File: src/rtl/enemy_pkg.sv
// Shared types for the enemy-turn sequencer: FSM states, step-table record layout and arrow directions.
package enemy_pkg;

  typedef enum logic [2:0] {
    S_IDLE,
    S_FETCH,
    S_WAIT,
    S_COUNT,
    S_SPAWN,
    S_DRAIN
  } seq_state_e;

  localparam logic [1:0] DIR_UP    = 2'd0;
  localparam logic [1:0] DIR_RIGHT = 2'd1;
  localparam logic [1:0] DIR_DOWN  = 2'd2;
  localparam logic [1:0] DIR_LEFT  = 2'd3;

  // Record layout at the default widths; the sequencer slices the same order at any width.
  localparam int STEP_TIMING_W = 3;
  localparam int STEP_LANE_W   = 5;
  localparam int STEP_SPEED_W  = 4;

  typedef struct packed {
    logic [STEP_TIMING_W-1:0] timing;
    logic [STEP_LANE_W-1:0]   lane;
    logic [STEP_SPEED_W-1:0]  speed;
    logic [1:0]               dir;
    logic                     inv;
  } step_t;

  function automatic int lane_w(input int num_lanes);
    return (num_lanes > 1) ? $clog2(num_lanes) : 1;
  endfunction

  function automatic int step_w(input int timing_w, input int lane_bits, input int speed_w);
    return timing_w + lane_bits + speed_w + 3;
  endfunction

endpackage

File: src/rtl/hit_merger.sv
// Merges per-lane hit levels into single damage events with a saturating per-turn count.
// ARROW_WAVE_IFRAMES_EN adds an invulnerability window after each event.
module hit_merger #(
  parameter int NUM_LANES = 24,
`ifdef ARROW_WAVE_IFRAMES_EN
  parameter int IFRAME_CYCLES = 32_500_000,
`endif
  parameter int HITCNT_W  = 8
) (
  input  logic                 clk,
  input  logic                 rst,
  input  logic                 busy,
  input  logic                 clear,
  input  logic                 abort,
  input  logic [NUM_LANES-1:0] hit_in,
  output logic                 damage_out,
  output logic [HITCNT_W-1:0]  hit_count_out
);

  logic [NUM_LANES-1:0] hit_prev_reg;
  logic [NUM_LANES-1:0] rise;
  logic                 event_raw;
  logic                 event_hit;
  logic                 damage_reg;
  logic [HITCNT_W-1:0]  hit_count_reg;

  generate
    for (genvar gi = 0; gi < NUM_LANES; gi++) begin : g_edge
      assign rise[gi] = hit_in[gi] & ~hit_prev_reg[gi];
    end
  endgenerate

  // Several lanes rising together still count as one event.
  assign event_raw = busy & (|rise);

`ifdef ARROW_WAVE_IFRAMES_EN
  localparam int MASK_W = $clog2(IFRAME_CYCLES + 1);
  logic [MASK_W-1:0] mask_cnt_reg;

  assign event_hit = event_raw && (mask_cnt_reg == '0);

  always_ff @(posedge clk) begin
    if (!rst || clear || abort) begin
      mask_cnt_reg <= '0;
    end else if (event_hit) begin
      mask_cnt_reg <= MASK_W'(IFRAME_CYCLES);
    end else if (mask_cnt_reg != '0) begin
      mask_cnt_reg <= mask_cnt_reg - MASK_W'(1);
    end
  end
`else
  assign event_hit = event_raw;
`endif

  always_ff @(posedge clk) begin
    if (!rst) begin
      hit_prev_reg  <= '0;
      damage_reg    <= 1'b0;
      hit_count_reg <= '0;
    end else begin
      hit_prev_reg <= hit_in;
      damage_reg   <= event_hit;
      if (clear) begin
        hit_count_reg <= '0;
      end else if (event_hit && (hit_count_reg != '1)) begin
        hit_count_reg <= hit_count_reg + HITCNT_W'(1);
      end
    end
  end

  assign damage_out    = damage_reg;
  assign hit_count_out = hit_count_reg;

endmodule

File: src/rtl/arrow_wave_sequencer.sv
// Enemy-turn sequencer: walks the pattern step table, spawns arrows per lane, reports damage
// and completion. Optional i-frame masking is enabled by defining ARROW_WAVE_IFRAMES_EN.
module arrow_wave_sequencer
  import enemy_pkg::*;
#(
  parameter int         NUM_LANES   = 24,
  parameter int         MAX_STEPS   = 24,
  parameter int         TIMING_W    = 3,
  parameter int         SPEED_W     = 4,
  parameter int         TICK_CYCLES = 32_500_000,
  parameter logic [3:0] START_STATE = 4'b1000,
  parameter int         HITCNT_W    = 8,
  localparam int        LANE_W      = lane_w(NUM_LANES),
  localparam int        STEP_W      = step_w(TIMING_W, LANE_W, SPEED_W),
  localparam int        ADDR_W      = (MAX_STEPS > 1) ? $clog2(MAX_STEPS) : 1
) (
  input  logic                 clk,
  input  logic                 rst,
  input  logic [3:0]           state_in,
  input  logic                 abort_in,
  output logic [ADDR_W-1:0]    step_addr_out,
  input  logic [STEP_W-1:0]    step_data_in,
  input  logic [NUM_LANES-1:0] lane_active_in,
  input  logic [NUM_LANES-1:0] hit_in,
  output logic [NUM_LANES-1:0] spawn_out,
  output logic [SPEED_W-1:0]   speed_out,
  output logic [1:0]           dir_out,
  output logic                 inv_out,
  output logic                 busy_out,
  output logic                 finished_out,
  output logic                 damage_out,
  output logic [HITCNT_W-1:0]  hit_count_out
);

  localparam int IDX_W   = $clog2(MAX_STEPS + 1);
  localparam int CNT_W   = $clog2((2**TIMING_W - 1) * TICK_CYCLES + 1);
  localparam int LANE_LO = SPEED_W + 3;
  localparam int TIM_LO  = LANE_LO + LANE_W;

  localparam logic [CNT_W-1:0]  TICK_C  = CNT_W'(TICK_CYCLES);
  localparam logic [IDX_W-1:0]  MAX_IDX = IDX_W'(MAX_STEPS);
  localparam logic [LANE_W:0]   LANES_C = (LANE_W+1)'(NUM_LANES);

  logic [TIMING_W-1:0] step_timing;
  logic [LANE_W-1:0]   step_lane;
  logic [SPEED_W-1:0]  step_speed;
  logic [1:0]          step_dir;
  logic                step_inv;

  assign step_timing = step_data_in[STEP_W-1:TIM_LO];
  assign step_lane   = step_data_in[TIM_LO-1:LANE_LO];
  assign step_speed  = step_data_in[LANE_LO-1:3];
  assign step_dir    = step_data_in[2:1];
  assign step_inv    = step_data_in[0];

  seq_state_e          state_reg;
  logic [3:0]          state_in_prev_reg;
  logic [IDX_W-1:0]    idx_reg;
  logic [CNT_W-1:0]    cnt_reg;
  logic [CNT_W-1:0]    cnt_target_reg;
  logic [LANE_W-1:0]   lane_reg;
  logic [SPEED_W-1:0]  step_speed_reg;
  logic [1:0]          step_dir_reg;
  logic                step_inv_reg;
  logic [NUM_LANES-1:0] spawn_reg;
  logic [SPEED_W-1:0]  speed_reg;
  logic [1:0]          dir_reg;
  logic                inv_reg;
  logic                finished_reg;
  logic                start_pulse;
  logic                busy;

  assign start_pulse = (state_reg == S_IDLE) && (state_in == START_STATE) &&
                       (state_in_prev_reg != START_STATE);
  assign busy        = (state_reg != S_IDLE);

  always_ff @(posedge clk) begin
    if (!rst) begin
      state_reg         <= S_IDLE;
      state_in_prev_reg <= '0;
      idx_reg           <= '0;
      cnt_reg           <= '0;
      cnt_target_reg    <= '0;
      lane_reg          <= '0;
      step_speed_reg    <= '0;
      step_dir_reg      <= '0;
      step_inv_reg      <= 1'b0;
      spawn_reg         <= '0;
      speed_reg         <= '0;
      dir_reg           <= '0;
      inv_reg           <= 1'b0;
      finished_reg      <= 1'b0;
    end else begin
      state_in_prev_reg <= state_in;
      spawn_reg         <= '0;
      finished_reg      <= 1'b0;
      // Abort beats any spawn or finish that would otherwise happen this cycle.
      if (abort_in && busy) begin
        state_reg <= S_IDLE;
      end else begin
        case (state_reg)
          S_IDLE: begin
            if (start_pulse) begin
              idx_reg   <= '0;
              state_reg <= S_FETCH;
            end
          end
          S_FETCH: state_reg <= S_WAIT;
          S_WAIT: begin
            if ((step_timing == '0) || (idx_reg == MAX_IDX)) begin
              state_reg <= S_DRAIN;
            end else begin
              cnt_reg        <= CNT_W'(1);
              cnt_target_reg <= CNT_W'(step_timing) * TICK_C;
              lane_reg       <= step_lane;
              step_speed_reg <= step_speed;
              step_dir_reg   <= step_dir;
              step_inv_reg   <= step_inv;
              state_reg      <= S_COUNT;
            end
          end
          S_COUNT: begin
            if (cnt_reg >= cnt_target_reg) begin
              state_reg <= S_SPAWN;
            end else begin
              cnt_reg <= cnt_reg + CNT_W'(1);
            end
          end
          S_SPAWN: begin
            // Out-of-range lanes are skipped; an occupied lane stalls here.
            if ({1'b0, lane_reg} >= LANES_C) begin
              idx_reg   <= idx_reg + IDX_W'(1);
              state_reg <= S_FETCH;
            end else if (!lane_active_in[lane_reg]) begin
              spawn_reg <= NUM_LANES'(1) << lane_reg;
              speed_reg <= step_speed_reg;
              dir_reg   <= step_dir_reg;
              inv_reg   <= step_inv_reg;
              idx_reg   <= idx_reg + IDX_W'(1);
              state_reg <= S_FETCH;
            end
          end
          S_DRAIN: begin
            if (lane_active_in == '0) begin
              finished_reg <= 1'b1;
              state_reg    <= S_IDLE;
            end
          end
          default: state_reg <= S_IDLE;
        endcase
      end
    end
  end

  hit_merger #(
    .NUM_LANES     (NUM_LANES),
`ifdef ARROW_WAVE_IFRAMES_EN
    .IFRAME_CYCLES (TICK_CYCLES),
`endif
    .HITCNT_W      (HITCNT_W)
  ) u_hit_merger (
    .clk           (clk),
    .rst           (rst),
    .busy          (busy),
    .clear         (start_pulse),
    .abort         (abort_in),
    .hit_in        (hit_in),
    .damage_out    (damage_out),
    .hit_count_out (hit_count_out)
  );

  assign step_addr_out = idx_reg[ADDR_W-1:0];
  assign spawn_out     = spawn_reg;
  assign speed_out     = speed_reg;
  assign dir_out       = dir_reg;
  assign inv_out       = inv_reg;
  assign busy_out      = busy;
  assign finished_out  = finished_reg;

endmodule
File: config.mk
export PLATFORM = sky130hd
export DESIGN_NAME = arrow_wave_sequencer
export DESIGN_NICKNAME = d
export VERILOG_FILES = /design/src/rtl/enemy_pkg.sv /design/src/rtl/hit_merger.sv /design/src/rtl/arrow_wave_sequencer.sv
export SDC_FILE = /design/constraint.sdc
export NUM_CORES = 1
export LEC_CHECK = 0
export BUFFER_PORTS_ARGS = -buffer_cell sky130_fd_sc_hd__buf_2
export CAP_MARGIN = 5
export CORE_ASPECT_RATIO = 0.7
export CORE_MARGIN = 3
export CORE_UTILIZATION = 34
export CTS_BUF_LIST = sky130_fd_sc_hd__clkbuf_2 sky130_fd_sc_hd__clkbuf_4 sky130_fd_sc_hd__clkbuf_8
export DETAILED_ROUTE_END_ITERATION = 16
export PLACE_DENSITY = 0.64
export SKIP_CTS_REPAIR_TIMING = 1
export SYNTH_ARGS = -nofsm -noshare
export SYNTH_HDL_FRONTEND = slang
export SYNTH_HIERARCHICAL = 1
export SYNTH_SLANG_ARGS = --single-unit
File: constraint.sdc
create_clock -name clk -period 3.1 [get_ports clk]
set_clock_uncertainty 0.2 [all_clocks]
set_input_delay 0.465 -clock clk [delete_from_list [all_inputs] [get_ports clk]]
set_output_delay 0.465 -clock clk [all_outputs]
set_load 0.02 [all_outputs]
# Word-level counts from Yosys, hierarchy flattened
# Cells that the tools add are included.
# W data, S select, Z words.
classes:
  addsub: 3
  multipliers: 1
  n_lt_le_gt_ge: 3
  eq_ne: 15
  shifts: 1
  mux: 17
  n_bitwise: 56
  reduce_logical: 21
ops:
  columns: ["operator", "count"]
  rows:
  - ["$mux W28", 2]
  - ["$pmux W28 S2", 1]
  - ["$not A1 Y1", 31]
  - ["$add A28 B1 Y28 const B", 1]
  - ["$ge A28 B28 Y1", 1]
  - ["$and A1 B1 Y1", 25]
  - ["$logic_not A24 Y1", 1]
  - ["$reduce_or A24 Y1", 1]
  - ["$shl A1 B5 Y24 const A", 1]
  - ["$mul A3 B20 Y23 const B", 1]
  - ["$mux W3", 6]
  - ["$pmux W3 S6", 1]
  - ["$reduce_and A4 Y1", 4]
  - ["$mux W5", 3]
  - ["$ne A2 B2 Y1 const B", 5]
  - ["$pmux W5 S2", 1]
  - ["$add A8 B1 Y8 const B", 1]
  - ["$ne A8 B8 Y1 const B", 1]
  - ["$eq A3 B2 Y1 const B", 2]
  - ["$eq A3 B3 Y1 const B", 2]
  - ["$logic_not A3 Y1", 2]
  - ["$lt A5 B6 Y1 const B", 1]
  - ["$add A5 B1 Y5 const B", 1]
  - ["$bmux W1 S5", 1]
  - ["15 further kinds", 21]
totals:
  register_bits: 140
  in_bits: 70
  out_inout_bits: 47
  elab_cells: 134

# Longest topological paths before layout
logic_depth:
  ltp_word: 5
  mapped_depth: 14
  mapped_depth_nobuf: 14

# Hierarchy
# Netlist, hierarchy kept.
by_module_without_submodules:
  columns: ["mod", "n_inst", "cells_each", "area_per_inst_um2", "seq_area_each_um2"]
  rows:
  - ["arrow_wave_sequencer", 1, 654, 5557.8, 2042.0]
  - ["hit_merger", 1, 137, 1335.0, 660.6]

# Least setup slack after synthesis
# Ideal clock, no wire load.
synth_timing:
  path_kind: "input-to-reg"
  from: "input step_data_in[12]"
  to: "register cnt_target_reg[26]"
  setup_time_ns: 0.071
  arrival_time_ns: 2.794
  required_time_ns: 2.829
  setup_slack_ns: 0.035
  cell_stages: 12
  path_buffers: 0
  path_cell_list: "fa_1 > inv_1 > fa_1 > inv_1 > fa_1 > a211o_1 > a21oi_1 > o21ai_0 > a31oi_1 > xnor2_1 > nand2_1 > a21oi_1"
synth_via:
  elab_chain_cells: 4
  word_cells_on_any_way: 5
  classes_between: "mul: 1; bitwise: 1; reduce/logical: 3"
synth_rtl:
  columns: ["element", "line_no", "text"]
  rows:
  - ["start, declared", "arrow_wave_sequencer.sv:22", "input logic [STEP_W-1:0] step_data_in,"]
  - ["parallel branches: the longest is 4 deep, another holds $mul A3 B20 Y23", null, null]
  - ["end signal, assigned", "arrow_wave_sequencer.sv:114", "cnt_target_reg <= CNT_W'(step_timing) * TICK_C;"]
  - ["end, declared", "arrow_wave_sequencer.sv:60", "logic [CNT_W-1:0] cnt_target_reg;"]
# Several ways; the timed one is not identified.
# A chain may end at the register's enable or synchronous reset.

# Worst setup path in the final report
layout_timing:
  from: "register cnt_reg[5]"
  to: "register cnt_reg[18]"
layout_via:
  elab_chain_cells: 3
  word_cells_on_any_way: 6
  classes_between: "add/sub: 1; order compare: 1; eq/ne: 1; mux: 2; reduce/logical: 1"
layout_rtl:
  columns: ["element", "line_no", "text"]
  rows:
  - ["start, declared", "arrow_wave_sequencer.sv:59", "logic [CNT_W-1:0] cnt_reg;"]
  - ["start signal, assigned", "arrow_wave_sequencer.sv:126", "cnt_reg <= cnt_reg + CNT_W'(1);"]
  - ["$add A28 B1 Y28 or $ge A28 B28 Y1 (tied branches)", "arrow_wave_sequencer.sv:126, arrow_wave_sequencer.sv:123", null]
  - ["$mux W28 or $ne A2 B2 Y1 (tied branches)", null, null]
  - ["$pmux W28 S2 or $reduce_and A4 Y1 (tied branches)", null, null]
# Several ways; a longest one is shown, not always the timed one. The select of a mux whose other input is x is not followed.

==> impl_results.md <==
- Outcome: finished, final reports clean
- Least-Margin Pin Slew: 0.689 ns
- Leak pwr: 3.33 nW
- Flop2flop setup slack: 0.21 ns
- Htree depth: 4
- Root buffer cell: clkbuf_8
- Initial antenna violation count: 1
- Tot GR Track Use: 15.6%
- Final antenna-violating net count: 0
- Clock-pin transition on the worst setup and hold timing paths: 0.09 ns
- Reg-to-Reg Start: cnt_reg[5]$_SDFFE_PN0P_
- Main synth FF type: dfxtp_1
- Number of DRC markers in iteration 0: 453
- Ys async rst share: 0%
- RSZ-0062 raised after global routing: false
- Hold Path Origin: hit_in[7]
- Fin nets: 1027
- Rows: 42
- Leading area contributor after synthesis: dfxtp_1
- Layout cells sized above 1: 22.6%
- Max Freq: 346 MHz
- Post-Syn Area per Cell: 8.71 sq um
- Top post-synthesis cells by area: dfxtp_1, ha_1, nand2_1
- Cell Pwr Density: 469 nW/um^2
- Fin crit share: 93.2%
- Max FFs per register: 28
- GP Congestion: 0.892
- Setup_tns: 0 ns
- Final Hold Fails: 0
- CTS sink count: 135
- Critical Path End Type: register
- Via count: 6095
- Core footprint: 19400 sq um
- Most common cell in the synthesized netlist: dfxtp_1
- CTS Buf Count: 17
- First-pass GRT wire length: 28400 microns
- Post-synthesis sequential area ratio: 39.2%
- Register area: 2700 sq um
- Die W: 176 microns
- Drt drc: 0
- CP Launch Type: register
- Worst hold path type: primary input to register
- Number of global-route vias before repair: 5593
- DP Worst Slack: -0.0753 ns
- Hold worst-path end: u_hit_merger/hit_prev_reg[7]$_SDFF_PN0_
- Critical Path AT: 3.01 ns
- Hold_ws: 0.0391 ns
- Warnings, synthesis: 6
- Iteration count of the initial detailed-routing pass: 5
- Setup CP Type: register to register
- Final Worst Setup Slack: 0.210 ns
- Dpl hpwl: 12900 microns
- Clock buffer depth: 2
- Antenna Cells: 0
- Post-layout util: 42.2%
- Syn nets: 905
- Total Routed Length: 17400 microns
- Vias per cell: 5.12
- Post-synthesis register bit count: 135
- Gr ovfl total: 0
- Cells on worst reg2reg path: 10
- Final-report setup violation count: 0
- Max transition margin: 54.0%
- Die area: 22000 sq um
- Largest net degree at the start of global routing: 46
- Mapped Cells: 791
- Initial Utilization: 35.5%
- Cell variety after synth: 78
- Top post-synthesis cells by count: dfxtp_1, nand2_1, a21oi_1
- Post-synth EDFFs: 0
- MaxCap Viol Count: 0
- Hold Path Cell Cnt: 2
- Wire per inst: 14.6 microns
- Mapped Area: 6890 sq um
- CTS tree: built
- Critical path required time: 3.23 ns
- Post-synth top area share: 39.2%
- Area grow syn2layout: 18.8%
- Die Ht: 125 microns
- Number of I/O port buffers: 116
- # IOs: 117
- Crit Path Max Fanout: 12
- Worst IR drop on VDD: 0.234 mV
- Period minus WS final: 2.89 ns
- Clock Latency Late Sink: 0.43 ns
- Reg-to-Reg End: cnt_reg[18]$_SDFFE_PN0P_
- Fillers: 1953
- Area of the multi-input gates: 3780 sq um
- Slew Limit Fails: 0
[cell families after synthesis]
logic type,synth area share (%)
xor+xnor,2.54
buf+inv,6.15
simple gates,26.1
compound gates,14.2
flops,39.2
mux,3.27
fa+ha+maj,8.53
[metal layers]
layer	routed length, microns	up-vias	GRT usage [%]	part of all wire [%]
met5	13	-	0	0.075
met1	9010	2817	24.1	52
met3	1360	17	3.76	7.8
met4	140	2	3.96	0.80
met2	6900	199	21.5	40
li1	-	3060	-	-
[through the flow]
stage / cells / power, mW / area (sq um)
2_1_floorplan: 791 / 2.26 / 6890
3_3_place_gp: 1158 / 2.45 / 7800
5_1_grt: 1190 / 4.04 / 8190
3_5_place_dp: 1158 / 2.47 / 7800
6_report: 1190 / 3.85 / 8190
4_1_cts: 1190 / 3.87 / 8180
[report_power, final]
group | leakage, nW | internal (mW) | switching, mW
sequential | 1.10 | 1.78 | 0.0322
clock | 0.188 | 0.610 | 0.795
combinational | 2.05 | 0.255 | 0.375
[critical path: stages, from the launching register on]
cell and delay (ns):
dfxtp_1 0.42, inv_1 0.10, ha_1 0.30, and4_1 0.15, a21oi_1 0.15, a21oi_1 0.16
o311a_2 0.52, o21ai_0 0.22, buf_4 0.23, a31oi_1 0.10, a41o_2 0.24
[placed cells by master (no fill, tap or decap), types with 7 or more instances in the layout]
cell	count
buf_2	116
nor2_1	45
mux2i_1	18
dfxtp_1	135
and2_1	30
nand3_1	22
nand2_1	91
ha_1	39
o31ai_1	8
and3_1	13
o21ai_0	17
a211oi_1	7
clkbuf_8	18
nor3_1	27
buf_4	27
nand4_1	17
xor2_1	7
nor2b_1	15
xnor2_1	13
inv_1	56
or4_1	7
nor4_1	23
a21oi_1	57
[worst max path at each step]
stage	startpoint	end	slack, ns	depth (start not counted)
final	cnt_reg[5]$_SDFFE_PN0P_	cnt_reg[18]$_SDFFE_PN0P_	0.21	10
after global routing	cnt_target_reg[12]$_SDFFE_PN0P_	cnt_reg[15]$_SDFFE_PN0P_	0.10	9
after CTS	cnt_target_reg[12]$_SDFFE_PN0P_	cnt_reg[18]$_SDFFE_PN0P_	0.17	10
after detailed placement	step_data_in[12]	cnt_target_reg[26]$_SDFFE_PN0P_	-0.08	15
after global placement	step_data_in[12]	cnt_target_reg[26]$_SDFFE_PN0P_	-0.08	15
after floorplan	step_data_in[12]	cnt_target_reg[26]$_SDFFE_PN0P_	0.04	12
[area by class of cell]
cell class,instances,area share [%]
Tap cell,264,4.03
Timing Repair Buffer,143,9.56
Clock inverter,14,1.62
Inverter,57,2.61
Sequential cell,135,33.0
Clock buffer,18,3.02
Multi-Input combinational cell,559,46.2
No activity file was read; power rests on OpenSTA's default activity.
